File: src/rtl/ps2_scancode_rx.sv
// -----------------------------------------------------------------------------
// ps2_scancode_rx
//
// Input stage for the Space Invaders core. It receives raw PS/2 keyboard pins,
// deframes the 11-bit frames (start, 8 data bits LSB first, odd parity, stop)
// and turns scan-code-set-2 byte sequences into single key events for the
// game-logic key-state register.
//
// Ports:
//   CLK_25MHZ       in   system clock, the only clock
//   RESET           in   asynchronous, active-high reset
//   PS2_CLK         in   raw keyboard clock (asynchronous to CLK_25MHZ)
//   PS2_DATA        in   raw keyboard data  (asynchronous to CLK_25MHZ)
//   EVENT_VALID     out  one-cycle strobe, a key event is present
//   EVENT_CODE      out  scan code with E0/F0 prefixes stripped (held)
//   EVENT_EXTENDED  out  code was preceded by E0 (held)
//   EVENT_PRESSED   out  1 = make, 0 = break (held)
//   FRAME_ERROR     out  one-cycle strobe on parity, stop or timeout error
//
// Parameters:
//   SYNC_STAGES     metastability flops per pin (>= 2)
//   FILTER_LEN      consecutive equal clock samples needed to move the
//                   filtered PS/2 clock
//   TIMEOUT_CYCLES  idle clocks allowed between falling edges in a frame
//                   (>= 2)
// -----------------------------------------------------------------------------
module ps2_scancode_rx #(
    parameter int SYNC_STAGES    = 2,
    parameter int FILTER_LEN     = 8,
    parameter int TIMEOUT_CYCLES = 25000
) (
    input  logic       CLK_25MHZ,
    input  logic       RESET,
    input  logic       PS2_CLK,
    input  logic       PS2_DATA,
    output logic       EVENT_VALID,
    output logic [7:0] EVENT_CODE,
    output logic       EVENT_EXTENDED,
    output logic       EVENT_PRESSED,
    output logic       FRAME_ERROR
);

    localparam int FILT_W = (FILTER_LEN > 1) ? $clog2(FILTER_LEN) : 1;
    localparam int TO_W   = (TIMEOUT_CYCLES > 2) ? $clog2(TIMEOUT_CYCLES) : 1;

    localparam logic [FILT_W-1:0] FILT_LAST  = FILT_W'(FILTER_LEN - 1);
    // The timeout fires on the edge where the counter would step onto
    // TIMEOUT_CYCLES-1, so the error lands exactly TIMEOUT_CYCLES cycles
    // after the last falling-edge cycle.
    localparam logic [TO_W-1:0]   TO_TRIGGER = TO_W'(TIMEOUT_CYCLES - 2);

    typedef enum logic [1:0] {
        ST_IDLE   = 2'd0,
        ST_DATA   = 2'd1,
        ST_PARITY = 2'd2,
        ST_STOP   = 2'd3
    } frame_state_t;

    // -------------------------------------------------------------------------
    // Pin synchronizers. Both idle high, so reset loads ones to avoid a
    // phantom falling edge after reset release.
    // -------------------------------------------------------------------------
    logic [SYNC_STAGES-1:0] clk_sync_reg;
    logic [SYNC_STAGES-1:0] data_sync_reg;
    logic                   clk_s;
    logic                   data_s;

    always_ff @(posedge CLK_25MHZ or posedge RESET) begin
        if (RESET) begin
            clk_sync_reg  <= '1;
            data_sync_reg <= '1;
        end else begin
            clk_sync_reg  <= {clk_sync_reg[SYNC_STAGES-2:0], PS2_CLK};
            data_sync_reg <= {data_sync_reg[SYNC_STAGES-2:0], PS2_DATA};
        end
    end

    assign clk_s  = clk_sync_reg[SYNC_STAGES-1];
    assign data_s = data_sync_reg[SYNC_STAGES-1];

    // -------------------------------------------------------------------------
    // Clock deglitch filter. The counter measures how long the synchronized
    // clock has disagreed with the filtered one; any agreement restarts it,
    // so pulses shorter than FILTER_LEN cycles never reach the filtered clock.
    // -------------------------------------------------------------------------
    logic              filt_clk_reg;
    logic              filt_clk_prev_reg;
    logic [FILT_W-1:0] filt_cnt_reg;
    logic              fe;

    always_ff @(posedge CLK_25MHZ or posedge RESET) begin
        if (RESET) begin
            filt_clk_reg      <= 1'b1;
            filt_clk_prev_reg <= 1'b1;
            filt_cnt_reg      <= '0;
        end else begin
            filt_clk_prev_reg <= filt_clk_reg;
            if (clk_s != filt_clk_reg) begin
                if (filt_cnt_reg == FILT_LAST) begin
                    filt_clk_reg <= clk_s;
                    filt_cnt_reg <= '0;
                end else begin
                    filt_cnt_reg <= filt_cnt_reg + 1'b1;
                end
            end else begin
                filt_cnt_reg <= '0;
            end
        end
    end

    // Falling-edge cycle: the first cycle in which the filtered clock reads 0.
    assign fe = filt_clk_prev_reg & ~filt_clk_reg;

    // -------------------------------------------------------------------------
    // Frame FSM, timeout and scan-code decoder state.
    // -------------------------------------------------------------------------
    frame_state_t    state_reg,        state_next;
    logic [2:0]      bit_cnt_reg,      bit_cnt_next;
    logic [7:0]      shift_reg,        shift_next;
    logic            parity_reg,       parity_next;
    logic [TO_W-1:0] to_cnt_reg,       to_cnt_next;
    logic            ext_flag_reg,     ext_flag_next;
    logic            brk_flag_reg,     brk_flag_next;
    logic [2:0]      swallow_cnt_reg,  swallow_cnt_next;
    logic            event_valid_reg,  event_valid_next;
    logic [7:0]      event_code_reg,   event_code_next;
    logic            event_ext_reg,    event_ext_next;
    logic            event_press_reg,  event_press_next;
    logic            frame_error_reg,  frame_error_next;

    logic            byte_good;
    logic            frame_bad;
    logic            is_response;

    always_ff @(posedge CLK_25MHZ or posedge RESET) begin
        if (RESET) begin
            state_reg       <= ST_IDLE;
            bit_cnt_reg     <= '0;
            shift_reg       <= '0;
            parity_reg      <= 1'b0;
            to_cnt_reg      <= '0;
            ext_flag_reg    <= 1'b0;
            brk_flag_reg    <= 1'b0;
            swallow_cnt_reg <= '0;
            event_valid_reg <= 1'b0;
            event_code_reg  <= '0;
            event_ext_reg   <= 1'b0;
            event_press_reg <= 1'b0;
            frame_error_reg <= 1'b0;
        end else begin
            state_reg       <= state_next;
            bit_cnt_reg     <= bit_cnt_next;
            shift_reg       <= shift_next;
            parity_reg      <= parity_next;
            to_cnt_reg      <= to_cnt_next;
            ext_flag_reg    <= ext_flag_next;
            brk_flag_reg    <= brk_flag_next;
            swallow_cnt_reg <= swallow_cnt_next;
            event_valid_reg <= event_valid_next;
            event_code_reg  <= event_code_next;
            event_ext_reg   <= event_ext_next;
            event_press_reg <= event_press_next;
            frame_error_reg <= frame_error_next;
        end
    end

    // Keyboard self-test / ack / echo / resend / failure responses.
    assign is_response = (shift_reg == 8'hAA) || (shift_reg == 8'hFA) ||
                         (shift_reg == 8'hEE) || (shift_reg == 8'hFE) ||
                         (shift_reg == 8'hFC);

    always_comb begin
        state_next       = state_reg;
        bit_cnt_next     = bit_cnt_reg;
        shift_next       = shift_reg;
        parity_next      = parity_reg;
        to_cnt_next      = to_cnt_reg;
        ext_flag_next    = ext_flag_reg;
        brk_flag_next    = brk_flag_reg;
        swallow_cnt_next = swallow_cnt_reg;
        event_valid_next = 1'b0;
        event_code_next  = event_code_reg;
        event_ext_next   = event_ext_reg;
        event_press_next = event_press_reg;
        frame_error_next = 1'b0;
        byte_good        = 1'b0;
        frame_bad        = 1'b0;

        // Bit deframing, one step per falling edge.
        case (state_reg)
            ST_IDLE: begin
                // A high data line at a falling edge is a spurious start.
                if (fe && !data_s) begin
                    state_next   = ST_DATA;
                    bit_cnt_next = '0;
                end
            end
            ST_DATA: begin
                if (fe) begin
                    shift_next = {data_s, shift_reg[7:1]};
                    if (bit_cnt_reg == 3'd7) begin
                        state_next = ST_PARITY;
                    end else begin
                        bit_cnt_next = bit_cnt_reg + 3'd1;
                    end
                end
            end
            ST_PARITY: begin
                if (fe) begin
                    parity_next = data_s;
                    state_next  = ST_STOP;
                end
            end
            ST_STOP: begin
                if (fe) begin
                    state_next = ST_IDLE;
                    if (data_s && ((^shift_reg) ^ parity_reg)) begin
                        byte_good = 1'b1;
                    end else begin
                        frame_bad = 1'b1;
                    end
                end
            end
            default: state_next = ST_IDLE;
        endcase

        // Inter-edge watchdog; a stalled keyboard must not wedge the FSM.
        if (state_reg == ST_IDLE || fe) begin
            to_cnt_next = '0;
        end else if (to_cnt_reg == TO_TRIGGER) begin
            to_cnt_next = '0;
            state_next  = ST_IDLE;
            frame_bad   = 1'b1;
        end else begin
            to_cnt_next = to_cnt_reg + 1'b1;
        end

        // Scan-code decoder. The outputs are registered, so an event or
        // error appears in the cycle after the stop-bit falling edge.
        if (frame_bad) begin
            frame_error_next = 1'b1;
            ext_flag_next    = 1'b0;
            brk_flag_next    = 1'b0;
            swallow_cnt_next = '0;
        end else if (byte_good) begin
            if (swallow_cnt_reg != 3'd0) begin
                // Inside the Pause sequence: drop the byte, keep flags as is.
                swallow_cnt_next = swallow_cnt_reg - 3'd1;
            end else if (shift_reg == 8'hE0) begin
                ext_flag_next = 1'b1;
            end else if (shift_reg == 8'hF0) begin
                brk_flag_next = 1'b1;
            end else if (shift_reg == 8'hE1) begin
                // Pause key: E1 is followed by 7 more bytes with no release.
                swallow_cnt_next = 3'd7;
            end else if (is_response && !ext_flag_reg && !brk_flag_reg) begin
                // Device response, not a key: nothing to report.
                swallow_cnt_next = swallow_cnt_reg;
            end else begin
                event_valid_next = 1'b1;
                event_code_next  = shift_reg;
                event_ext_next   = ext_flag_reg;
                event_press_next = ~brk_flag_reg;
                ext_flag_next    = 1'b0;
                brk_flag_next    = 1'b0;
            end
        end
    end

    assign EVENT_VALID    = event_valid_reg;
    assign EVENT_CODE     = event_code_reg;
    assign EVENT_EXTENDED = event_ext_reg;
    assign EVENT_PRESSED  = event_press_reg;
    assign FRAME_ERROR    = frame_error_reg;

endmodule

File: config.mk
export PLATFORM = sky130hd
export DESIGN_NAME = ps2_scancode_rx
export DESIGN_NICKNAME = d
export VERILOG_FILES = /design/src/rtl/ps2_scancode_rx.sv
export SDC_FILE = /design/constraint.sdc
export NUM_CORES = 1
export LEC_CHECK = 0
export ABC_AREA = 0
export ABC_CLOCK_PERIOD_IN_PS = 2800
export CAP_MARGIN = 10
export CORE_MARGIN = 2
export CORE_UTILIZATION = 59
export CTS_CLUSTER_SIZE = 8
export DETAILED_ROUTE_END_ITERATION = 7
export MAX_ROUTING_LAYER = met4
export PLACE_DENSITY = 0.84
export SLEW_MARGIN = 15
export SYNTH_ARGS = -nofsm -noshare
export SYNTH_HDL_FRONTEND = slang
export SYNTH_SLANG_ARGS = --single-unit
File: constraint.sdc
create_clock -name CLK_25MHZ -period 2.8 [get_ports CLK_25MHZ]
set_input_delay 0.28 -clock CLK_25MHZ [delete_from_list [all_inputs] [get_ports CLK_25MHZ]]
set_output_delay 0.28 -clock CLK_25MHZ [all_outputs]
set_load 0.02 [all_outputs]
==> impl_metrics.csv <==
group,metric,value,unit
floorplan,die_w,72.17,um
detailed_routing,drtPass1Iterations,4,
timing,finalHoldViolCount,0,
place,portBuffers,15,
synth,synth_edf_count,0,
clock_tree,cts-hold-fix-buffers,0,
synth,yosysTopAreaCell,"dfrtp_1",
synth,ys.flop_type,"dfrtp_1",
clock_tree,cts_setup_buffers,0,
power_and_ir_drop,pwr_density_cell,561.9,mW/mm^2
critical_path,path_cells,"inv_1 -> ha_1 -> xnor3_1 -> xnor2_1 -> nand3_1 -> or4_4 -> mux2_4",
layout,final_net_count,286,
synth,synth.area.top_cells,"dfrtp_1, ha_1, dfstp_2, mux2_4, nor2_1",
synth,yosysWarnings,0,
detailed_routing,ant_nets,0,
synth,synth_cell_types,43,
critical_path,crit_fanout,11,
layout,post_route_cells_drive_above_1_share,13.58,%
critical_path,cp-end-kind,"flop",
power_and_ir_drop,irDropWorstVdd,0.0004558,V
layout,largest_reg_flops,15,
detailed_routing,wl_per_cell,13.90,um
floorplan,rows,24,
timing,period_needed,2.610,ns
layout,num_antenna_cells,0,
layout,syn_to_final_growth,9.995,%
synth,post_synth_inst_count,245,
floorplan,ios,16,
clock_tree,cts_root_buf,"clkbuf_8",
power_and_ir_drop,p_leak,1.365,nW
clock_tree,htreeDepth,2,
synth,syn_nets,267,
floorplan,coreArea,0.004414,sq mm
critical_path,setup.worst_path.start,"shift_reg[0]",
critical_path,worstSetupPathType,"flop to flop",
critical_path,critPathLaunchType,"flop",
timing,finalCritPeriodShare,93.22,%
timing,fmax,0.3831,GHz
clock_tree,post_cts_resized,0,
synth,yosys.cell_count.top_type,"dfrtp_1",
power_and_ir_drop,power,1.694,mW
floorplan,initial_core_util,62.10,%
synth,synth_commonest_cells,"dfrtp_1, nor2_1, ha_1, nand2_1, inv_1",
timing,max_slew_margin,41.32,%
detailed_routing,dr.first_iter.drc_count,112,
critical_path,crit_path_top_delay_cell,"or4_4",
global_routing,track_usage,20.41,%
global_routing,grt_start_max_net_pins,56,
clock_tree,cts_buffers,5,
global_routing,antenna_found_initial,0,
synth,syn_area,0.002741,sq mm
detailed_routing,num_vias,1761,
synth,async_flop_share,100.0,%
clock_tree,clkSlewWorstSetupHoldPaths,0.09,ns
min_path,worstHoldStart,"clk_sync_reg[0]",
critical_path,crit_family,"simple AND/OR/NAND/NOR gates",
timing,rsz0062_at_grt,"false",
global_routing,grt_pass1_wl,8004,um
clock_tree,clk_latency,0.32,ns
synth,yosys_register_bits,55,
outcome,outcome,"complete, no violations",
floorplan,die-height,72.17,um
critical_path,r2r_start,"shift_reg[0]",
synth,avgSynthCellArea,11.19,sq um
timing,fin_skew,0.006261,ns
detailed_routing,drc,0,
timing,setup_viol,0,
clock_tree,clock_sinks,55,
synth,synth_top_area_share,44.73,%
critical_path,required,3.01,ns
detailed_routing,routed_via_density,5.555,
global_routing,grt_overflow,0,
detailed_routing,routed_wl,4406,um
place,dp_hpwl,3142,um
clock_tree,cts_tree,"done",
min_path,hold_path.class,"flop to flop",
critical_path,max_stage_delay,0.68,ns
critical_path,critPathArrivalTime,2.82,ns
place,place_congestion,0.7502,
run,maxCapViolations,0,
timing,max_slew.worst_pin.slew,0.8711,ns
global_routing,grt_pass1_vias,1804,
critical_path,worst-path-buf-inv,1,
floorplan,dieArea,0.005208,sq mm
synth,seq_area_frac_synth,50.48,%
timing,drv_slew,0,
timing,fin_setup_tns,0,ns
clock_tree,cts_buffer_depth,2,
[power breakdown]
group / total (mW) / internal [mW] / switching [mW]
Combinational: 0.312 / 0.118 / 0.194
Clock: 0.426 / 0.178 / 0.248
Sequential: 0.957 / 0.880 / 0.0768
[cells in the final DEF, fill, tap and decap left out, types with 5 or more instances in the layout]
master and n:
dfrtp_1 49, nor2_1 24, ha_1 18, nand2_1 17, clkdlybuf4s50_1 15, inv_1 14
nand3_1 10, o21ai_0 10, xor2_1 9, mux2_4 9, xnor2_1 7, mux2_2 6
a21oi_1 6, dfstp_2 6, nor3_1 5, clkbuf_8 5
[metrics by stage]
step | hold WS (ns) | setup WS (ns) | instances | utilization, % | area [sq um]
after floorplan | 0.2845 | 0.3479 | 245 | - | 2741
after detailed placement | 0.3479 | 0.2037 | 309 | 66.50 | 2935
after global routing | 0.3573 | 0.07305 | 317 | 68.31 | 3015
after global placement | 0.3463 | 0.3237 | 309 | 66.50 | 2935
final | 0.3591 | 0.1899 | 317 | 68.31 | 3015
after CTS | 0.3609 | 0.1832 | 317 | 68.31 | 3015
[layer usage]
| layer | wire, um | part of all wire, % | vias up | track usage [%] |
|---|---|---|---|---|
| met4 | 46 | 1.0 | 0 | 7.547 |
| li1 | - | - | 882 | - |
| met5 | 0 | 0 | - | - |
| met2 | 2211 | 50 | 26 | 33.13 |
| met1 | 1990 | 45 | 848 | 24.81 |
| met3 | 158 | 3.6 | 5 | 5.000 |
[final timing paths]
path / end / slack [ns] / cells past startpoint
min in group asynchronous: to_cnt_reg[2] / 0.45 / 3
max reg2reg: EVENT_CODE[7] / 0.19 / 7
max: EVENT_CODE[7] / 0.19 / 7
max in group asynchronous: shift_reg[2] / 1.90 / 3
min reg2reg: clk_sync_reg[1] / 0.36 / 0
min: clk_sync_reg[1] / 0.36 / 0
[cell families after synthesis]
logic type	count (synthesis)	share of synthesized area (%)
AO/OA/AOI/OAI	30	6.801
XOR/XNOR	17	5.934
adder cells (fa/ha/maj)	18	8.216
buffers and inverters	20	3.377
flip-flops	55	50.48
multiplexers	15	7.394
AND/OR/NAND/NOR	90	17.80
[worst reg2reg max path, stage by stage, from the launching register on]
cell,delay [ns]
dfrtp_1,0.40
inv_1,0.09
ha_1,0.31
xnor3_1,0.35
xnor2_1,0.21
nand3_1,0.13
or4_4,0.68
mux2_4,0.34
[layout make-up]
cell class | count | area [sq um]
fill | 334 | 1399
tap | 52 | 65.06
inverter | 15 | 56.30
sequential | 55 | 1384
timing repair buffer | 17 | 165.2
clock buffer | 8 | 80.08
multi-input combinational | 170 | 1265
Power figures use the tool's default switching activity.
